### src/rtl/axi_eth_mac_tx.sv
// Byte-wide Ethernet TX framer: AXI-Stream in, GMII out, with preamble/SFD, CRC-32 FCS and IFG.
// Build option: define AXI_ETH_MAC_TX_PAD_EN to zero-pad short frames up to MIN_FRAME bytes.
//
// state      | meaning
// S_IDLE     | waiting for tvalid, line quiet
// S_PREAMBLE | 7x 0x55 then SFD 0xD5; first payload byte taken with the SFD
// S_DATA     | forwarding payload bytes, one cycle behind acceptance
// S_PAD      | zero fill up to MIN_FRAME (pad build only)
// S_FCS      | four inverted CRC bytes, LSB first
// S_DRAIN    | after an underrun: swallow bytes up to tlast, line quiet
// S_IFG      | inter-frame gap, input stalled

module axi_eth_mac_tx #(
  parameter int MIN_FRAME = 60,
  parameter int IFG_BYTES = 12
) (
  input  logic       clk,
  input  logic       aresetn,
  input  logic [7:0] s_axis_tdata,
  input  logic       s_axis_tlast,
  input  logic       s_axis_tvalid,
  output logic       s_axis_tready,
  output logic [7:0] gmii_txd,
  output logic       gmii_tx_en,
  output logic       gmii_tx_er,
  output logic       frame_done,
  output logic       underrun
);

  typedef enum logic [2:0] {
    S_IDLE     = 3'd0,
    S_PREAMBLE = 3'd1,
    S_DATA     = 3'd2,
    S_FCS      = 3'd3,
    S_DRAIN    = 3'd4,
    S_IFG      = 3'd5
`ifdef AXI_ETH_MAC_TX_PAD_EN
    , S_PAD    = 3'd6
`endif
  } state_t;

  localparam logic [7:0] IFG_LOAD = 8'(IFG_BYTES - 1);
`ifdef AXI_ETH_MAC_TX_PAD_EN
  localparam logic [10:0] MIN_CNT = 11'(MIN_FRAME);
`endif

  state_t      state;
  logic [7:0]  cnt;
  logic [10:0] byte_cnt;
  logic [10:0] cnt_inc;
  logic [31:0] crc;
  logic [7:0]  fcs_byte;

  // Reflected CRC-32 (poly 0x04C11DB7 reversed), one byte per call.
  function automatic logic [31:0] crc_next(input logic [31:0] c_in, input logic [7:0] d);
    logic [31:0] c;
    c = c_in ^ {24'h000000, d};
    for (int i = 0; i < 8; i++) begin
      c = c[0] ? ((c >> 1) ^ 32'hEDB88320) : (c >> 1);
    end
    return c;
  endfunction

  assign cnt_inc = (byte_cnt == 11'h7FF) ? byte_cnt : byte_cnt + 11'd1;

  always_comb begin
    case (cnt[1:0])
      2'd0:    fcs_byte = ~crc[7:0];
      2'd1:    fcs_byte = ~crc[15:8];
      2'd2:    fcs_byte = ~crc[23:16];
      default: fcs_byte = ~crc[31:24];
    endcase
  end

  // Ready depends only on state and count, never on tvalid.
  always_comb begin
    s_axis_tready = 1'b0;
    if ((state == S_PREAMBLE && cnt == 8'd7) || state == S_DATA || state == S_DRAIN)
      s_axis_tready = 1'b1;
  end

  always_ff @(posedge clk) begin
    if (!aresetn) begin
      state      <= S_IDLE;
      cnt        <= 8'd0;
      byte_cnt   <= 11'd0;
      crc        <= 32'hFFFFFFFF;
      gmii_txd   <= 8'h00;
      gmii_tx_en <= 1'b0;
      gmii_tx_er <= 1'b0;
      frame_done <= 1'b0;
      underrun   <= 1'b0;
    end else begin
      gmii_tx_er <= 1'b0;
      frame_done <= 1'b0;
      underrun   <= 1'b0;
      case (state)
        S_IDLE: begin
          gmii_tx_en <= 1'b0;
          gmii_txd   <= 8'h00;
          if (s_axis_tvalid) begin
            state      <= S_PREAMBLE;
            cnt        <= 8'd0;
            byte_cnt   <= 11'd0;
            crc        <= 32'hFFFFFFFF;
            gmii_tx_en <= 1'b1;
            gmii_txd   <= 8'h55;
          end
        end

        S_PREAMBLE, S_DATA: begin
          gmii_tx_en <= 1'b1;
          if (state == S_PREAMBLE && cnt != 8'd7) begin
            cnt      <= cnt + 8'd1;
            gmii_txd <= (cnt == 8'd6) ? 8'hD5 : 8'h55;
          end else if (s_axis_tvalid) begin
            gmii_txd <= s_axis_tdata;
            crc      <= crc_next(crc, s_axis_tdata);
            byte_cnt <= cnt_inc;
            state    <= S_DATA;
            if (s_axis_tlast) begin
              cnt <= 8'd0;
`ifdef AXI_ETH_MAC_TX_PAD_EN
              if (cnt_inc < MIN_CNT)
                state <= S_PAD;
              else
`endif
                state <= S_FCS;
            end
          end else begin
            // Source ran dry mid-frame: poison the frame on the wire.
            gmii_txd   <= 8'h00;
            gmii_tx_er <= 1'b1;
            underrun   <= 1'b1;
            state      <= S_DRAIN;
          end
        end

`ifdef AXI_ETH_MAC_TX_PAD_EN
        S_PAD: begin
          gmii_tx_en <= 1'b1;
          gmii_txd   <= 8'h00;
          crc        <= crc_next(crc, 8'h00);
          byte_cnt   <= cnt_inc;
          if (cnt_inc >= MIN_CNT)
            state <= S_FCS;
        end
`endif

        S_FCS: begin
          gmii_tx_en <= 1'b1;
          gmii_txd   <= fcs_byte;
          cnt        <= cnt + 8'd1;
          if (cnt == 8'd3) begin
            state      <= S_IFG;
            cnt        <= IFG_LOAD;
            crc        <= 32'hFFFFFFFF;
            frame_done <= 1'b1;
          end
        end

        S_DRAIN: begin
          gmii_tx_en <= 1'b0;
          gmii_txd   <= 8'h00;
          if (s_axis_tvalid && s_axis_tlast) begin
            state <= S_IFG;
            cnt   <= IFG_LOAD;
          end
        end

        S_IFG: begin
          gmii_tx_en <= 1'b0;
          gmii_txd   <= 8'h00;
          if (cnt == 8'd0)
            state <= S_IDLE;
          else
            cnt <= cnt - 8'd1;
        end

        default: begin
          state      <= S_IDLE;
          gmii_tx_en <= 1'b0;
          gmii_txd   <= 8'h00;
        end
      endcase
    end
  end

endmodule
### config.mk
export PLATFORM = sky130hd
export DESIGN_NAME = axi_eth_mac_tx
export DESIGN_NICKNAME = d
export VERILOG_FILES = /design/src/rtl/axi_eth_mac_tx.sv
export SDC_FILE = /design/constraint.sdc
export NUM_CORES = 1
export LEC_CHECK = 0
export CAP_MARGIN = 40
export CORE_MARGIN = 2
export CORE_UTILIZATION = 45
export DETAILED_ROUTE_END_ITERATION = 8
export DONT_BUFFER_PORTS = 1
export GPL_TIMING_DRIVEN = 0
export SLEW_MARGIN = 15
export SYNTH_ARGS = -nofsm -noshare
export SYNTH_HDL_FRONTEND = slang
export SYNTH_SLANG_ARGS = --single-unit
### constraint.sdc
create_clock -name clk -period 2.58 [get_ports clk]
set_clock_uncertainty 0.2 [all_clocks]
set_input_delay 0.387 -clock clk [delete_from_list [all_inputs] [get_ports clk]]
set_output_delay 0.387 -clock clk [all_outputs]
set_load 0.01 [all_outputs]
Word-level counts from Yosys, hierarchy flattened
Index checks and enable logic that the tools add are counted.
Cells by class
  add/sub/neg operators: 2
  multipliers: 0
  div/mod/pow operators: 0
  order comparisons: 0
  equal/unequal tests: 20
  shifts and indexed selects: 0
  muxes and demuxes: 40
  bitwise operators: 15
  reductions and logical operators: 17
Operators with widths (number)
  $mux W32: 12
  $not A13 Y14: 8
  $pmux W32 S3: 1
  $mux W8: 10
  $pmux W8 S3: 2
  $pmux W8 S5: 1
  $not A8 Y8: 4
  $xor A32 B8 Y32: 1
  $mux W3: 6
  $eq A8 B3 Y1 const B: 2
  $pmux W3 S5: 1
  $ne A2 B2 Y1 const B: 6
  $reduce_and A5 Y1: 2
  $add A8 B1 Y8 const B: 1
  $eq A8 B2 Y1 const B: 1
  $logic_not A8 Y1: 1
  $ne A8 B3 Y1 const B: 1
  $sub A8 B1 Y8 const B: 1
  $mux W7: 1
  $eq A3 B2 Y1 const B: 2
  $eq A3 B3 Y1 const B: 2
  $ne A3 B3 Y1 const B: 2
  $reduce_and A6 Y1: 1
  $reduce_or A3 Y1: 2
  15 further kinds: 23
Storage, ports and cells
  register bits after elaboration: 54
  bits in latches: 0
  memory bits (writable): 0
  memory bits (read-only): 0
  input port bits: 12
  output and inout bits: 13
  logic and storage cells: 101
  memories kept: 0

Longest topological paths before layout
  depth in word-level cells: 20
  mapped depth: 8
  gate-level depth less buffers: 7

Least setup slack after synthesis
No wires, ideal clock.
  path kind: register -> output
  start point: register cnt[4]
  end point: output s_axis_tready
  arrival: 1.561 ns
  data required time: 1.993 ns
  path slack: 0.432 ns
  cell stages (with the launch flop): 6
  path buffers: 1
  cell sequence: dfxtp_1 > clkbuf_1 > or4_1 > nor2_1 > a32oi_1 > o21ai_0
Between the ends
  word-level cells in the longest chain between the ends: 5
Ends and longest elaborated chain
  from (decl): line 48  | logic [7:0] cnt;
  from (signal assigned): line 114  | cnt <= cnt + 8'd1;
  from (signal assigned): line 153  | cnt <= cnt + 8'd1;
  from (signal assigned): line 177  | cnt <= cnt - 8'd1;
  $eq A8 B3 Y1: line 78  | if ((state == S_PREAMBLE && cnt == 8'd7) || state == S_DATA || state == S_DRAIN)
  $logic_and A1 B1 Y1: line 78
  $logic_or A1 B1 Y1 (2 in series): line 78
  $mux W1: line 78
  to (decl): line 22  | output logic s_axis_tready,
Every way passes these cells.

Worst setup path in the final report
Same ends and word-level chain as after synthesis.

==> impl_metrics.toml <==
[sta]
min_period_over_period = 0.9767
fin_crit_ps = 2520
hold_viol_final = 0
rsz0062_at_grt = "yes"
max_freq_mhz = 396.9
whs_ps = 2.119
setup_viol = 0
worst_slew_pin_slew_ps = 926.1
maxSlewViolCount = 0
slew_headroom = 0.3782

[place]
port_buffers = 0
hpwl_um = 7434
gp_congestion = 0.9194
place_area_mm2 = 0.003844

[grt]
grt_overflow_total = 0
grt_pass1_vias = 2931
grt_pass1_wl_um = 16500
grt_max_degree = 17
grt_antenna_before_repair = 0
grtUsageTotal = 0.2438

[layout]
nets = 441
final_cell_area_mm2 = 0.004034
final_core_util = 0.4985
nFillCells = 819
final_common_cell = "dfxtp_1"
syn2layout_area_growth_pct = 8.662
diodes = 0
drive_above_1_share = 0.1061
mostFrequentLayoutCells = "52 x dfxtp_1, 41 x xnor2_1, 29 x nand2_1, 27 x nor2_1, 22 x o22ai_1"

[setup_path]
crit_path_start_kind = "flip-flop"
cpLargestDelayFamily = "simple AND/OR/NAND/NOR gates"
crit_fanout = 10
cp.required_ps = 1990
path_buf_inv = 1
cpPeakStageDelay_ps = 560
crit_chain = "buf_2 -> or4_1 -> nor2_2 -> a32oi_1 -> o21ai_2"
critPathKind = "flip-flop to output pin"
end_kind = "output pin"
slowest_stage = "or4_1"
arrival_ps = 1930

[yosys]
syn_area_mm2 = 0.003712
ys_ff_latch = 54
synthAdderAreaFrac = 0.02292
synth_mux_area_frac = 0
synth_top_area_frac = 0.2912
yosys_warnings = 0
synth_ff_type = "dfxtp_1"
yosysSeqAreaShare = 0.2912
synth_cell_types = 57
synth_top_family_by_area = "XOR/XNOR gates"
synthCells = 410
synth_compound_area_frac = 0.1925
syn_avg_cell_area_um2 = 9.054
async_flop_share = 0
synthSimpleGateAreaFrac = 0.1850
synth_xor_area_frac = 0.2639
postSynthNetCount = 428
synth_edf_count = 0
netlist.top_cell.by_area = "dfxtp_1"
ys_top_cells_by_area = "dfxtp_1 29%, xnor2_1 9.7%, xnor3_1 7.3%, xor3_1 4.5%, o22ai_1 3.7%"

[die]
die_area_mm2 = 0.008992
fp.coreArea_mm2 = 0.008093
initial_core_util = 0.4587
die_x_um = 94.83
rows = 33
die_y_um = 94.83
io_pins = 25

[pwr]
seqPwrFrac = 0.359
switching_share = 0.3494
p_int_mw = 1.747
p_comb_frac = 0.420
p_per_area_mw_per_mm2 = 665.5
p_leak_nw = 1.551
power_switching_mw = 0.9380
power_mw = 2.685
clkPwrFrac = 0.221
ir_drop_uv = 246.6

[drt]
vias = 3217
wire_per_inst_um = 20.25
viasPerCell = 6.081
antenna_left = 0
drc = 0
wirelength_um = 10710
drtPass1Iterations = 5
drt_iter0_drc = 340

[clock_tree]
cts_tree = "done"
cts_max_path_buffers = 2
numClockSinks = 54
root_buffer = "clkbuf_8"
clkTransAtPathRegs_ps = 110
htreeDepth = 2
cts_hold_buf = 0
clkLatencyLatePin_ps = 320
numCtsBuffers = 5

[worst_hold_path]
hp-class = "input pin to flip-flop"

[status]
outcome = "completed"

[run]
drv_cap = 0
[kinds of logic (layout without fill, tap and decap cells)]
| group | after synthesis | count (layout) |
|---|---|---|
| AOI/OAI and AO/OA | 103 | 103 |
| xor gates and xnor gates | 72 | 72 |
| adders and majority gates | 7 | 7 |
| buffers and inverters | 41 | 55 |
| DFF | 54 | 54 |
| and+or+nand+nor | 133 | 133 |
[layer usage]
| metal | wire length (um) | GRT usage | vias up |
|---|---|---|---|
| met1 | 5009 | 0.3638 | 1561 |
| li1 | - | - | 1509 |
| met3 | 810 | 0.04310 | 10 |
| met4 | 106 | 0.04589 | 0 |
| met2 | 4786 | 0.3700 | 137 |
| met5 | 0 | 0 | - |
[cell type report]
cell class | instances | area [um2] | share of cell area
flip-flops and latches | 54 | 1084 | 0.2686
plain buffers | 30 | 132.6 | 0.03288
well taps | 105 | 131.4 | 0.03257
clock buffers | 5 | 68.82 | 0.01706
clock inverters | 3 | 40.04 | 0.009926
inverters | 11 | 41.29 | 0.01024
repair buffers | 6 | 45.04 | 0.01117
multi-input cells | 315 | 2491 | 0.6176
[per-stage QoR]
stage	instances	TNS [ps]	setup slack, ps
after floorplan	410	0	432.2
after global placement	515	-3691	-339.6
after detailed placement	515	-3732	-321.4
after CTS	525	0	17.92
after global routing	529	-1.263	-1.263
final	529	0	60.16
[worst paths after layout]
check	start	end	slack (ps)	cells past startpoint
worst min-delay path	s_axis_tdata[1]	gmii_txd[1]$_SDFF_PN0_	2	2
worst min register to register	crc[17]$_SDFFE_PN1P_	crc[17]$_SDFFE_PN1P_	310	2
worst max register to register	cnt[6]$_SDFFE_PN0P_	crc[30]$_SDFFE_PN1P_	60	8
worst max-delay path	cnt[4]$_SDFFE_PN0P_	s_axis_tready	60	5
[timing repair]
item                                   in CTS  in global routing
pin swaps                                   1                  3
buffers inserted                            2                  4
setup endpoints to repair                  24                 42
endpoints found under the hold margin       0                  0
resized for setup                           8                  9
[sequential cells by signal, summed over array words and instances (netlist names)]
signal,cells
underrun,1
gmii_txd,8
cnt,8
frame_done,1
state,3
crc,32
gmii_tx_en,1
[power by group through the flow]
stage | sequential [mW] | combinational, mW | clock [mW]
after floorplan | 0.966 | 0.882 | 0
after global placement | 0.978 | 1.08 | 0
after detailed placement | 0.980 | 1.08 | 0
after CTS | 0.961 | 1.09 | 0.603
after global routing | 0.972 | 1.20 | 0.632
final | 0.963 | 1.13 | 0.594
[Yosys cell counts, types with 2 or more instances]
master,instances
dfxtp_1,54
xnor2_1,41
nand2_1,29
nor2_1,29
o22ai_1,22
nor3_1,21
clkbuf_1,20
o21ai_1,19
nand3_1,13
nor2b_1,12
xnor3_1,12
inv_1,11
a21oi_1,8
o311ai_0,8
o211ai_1,7
xor3_1,7
and3_1,6
buf_2,6
ha_1,6
xor2_1,6
a31oi_1,5
a32o_1,4
o21ai_0,4
o221ai_1,4
a221o_1,3
and2_1,3
and3b_1,3
buf_1,3
nand2b_1,3
o211a_1,3
xnor2_2,3
xnor2_4,3
a21boi_1,2
a32oi_1,2
and4_1,2
nor4b_1,2
o21a_1,2
o2bb2ai_1,2
or2_2,2
(Power assumes the default switching activity.)
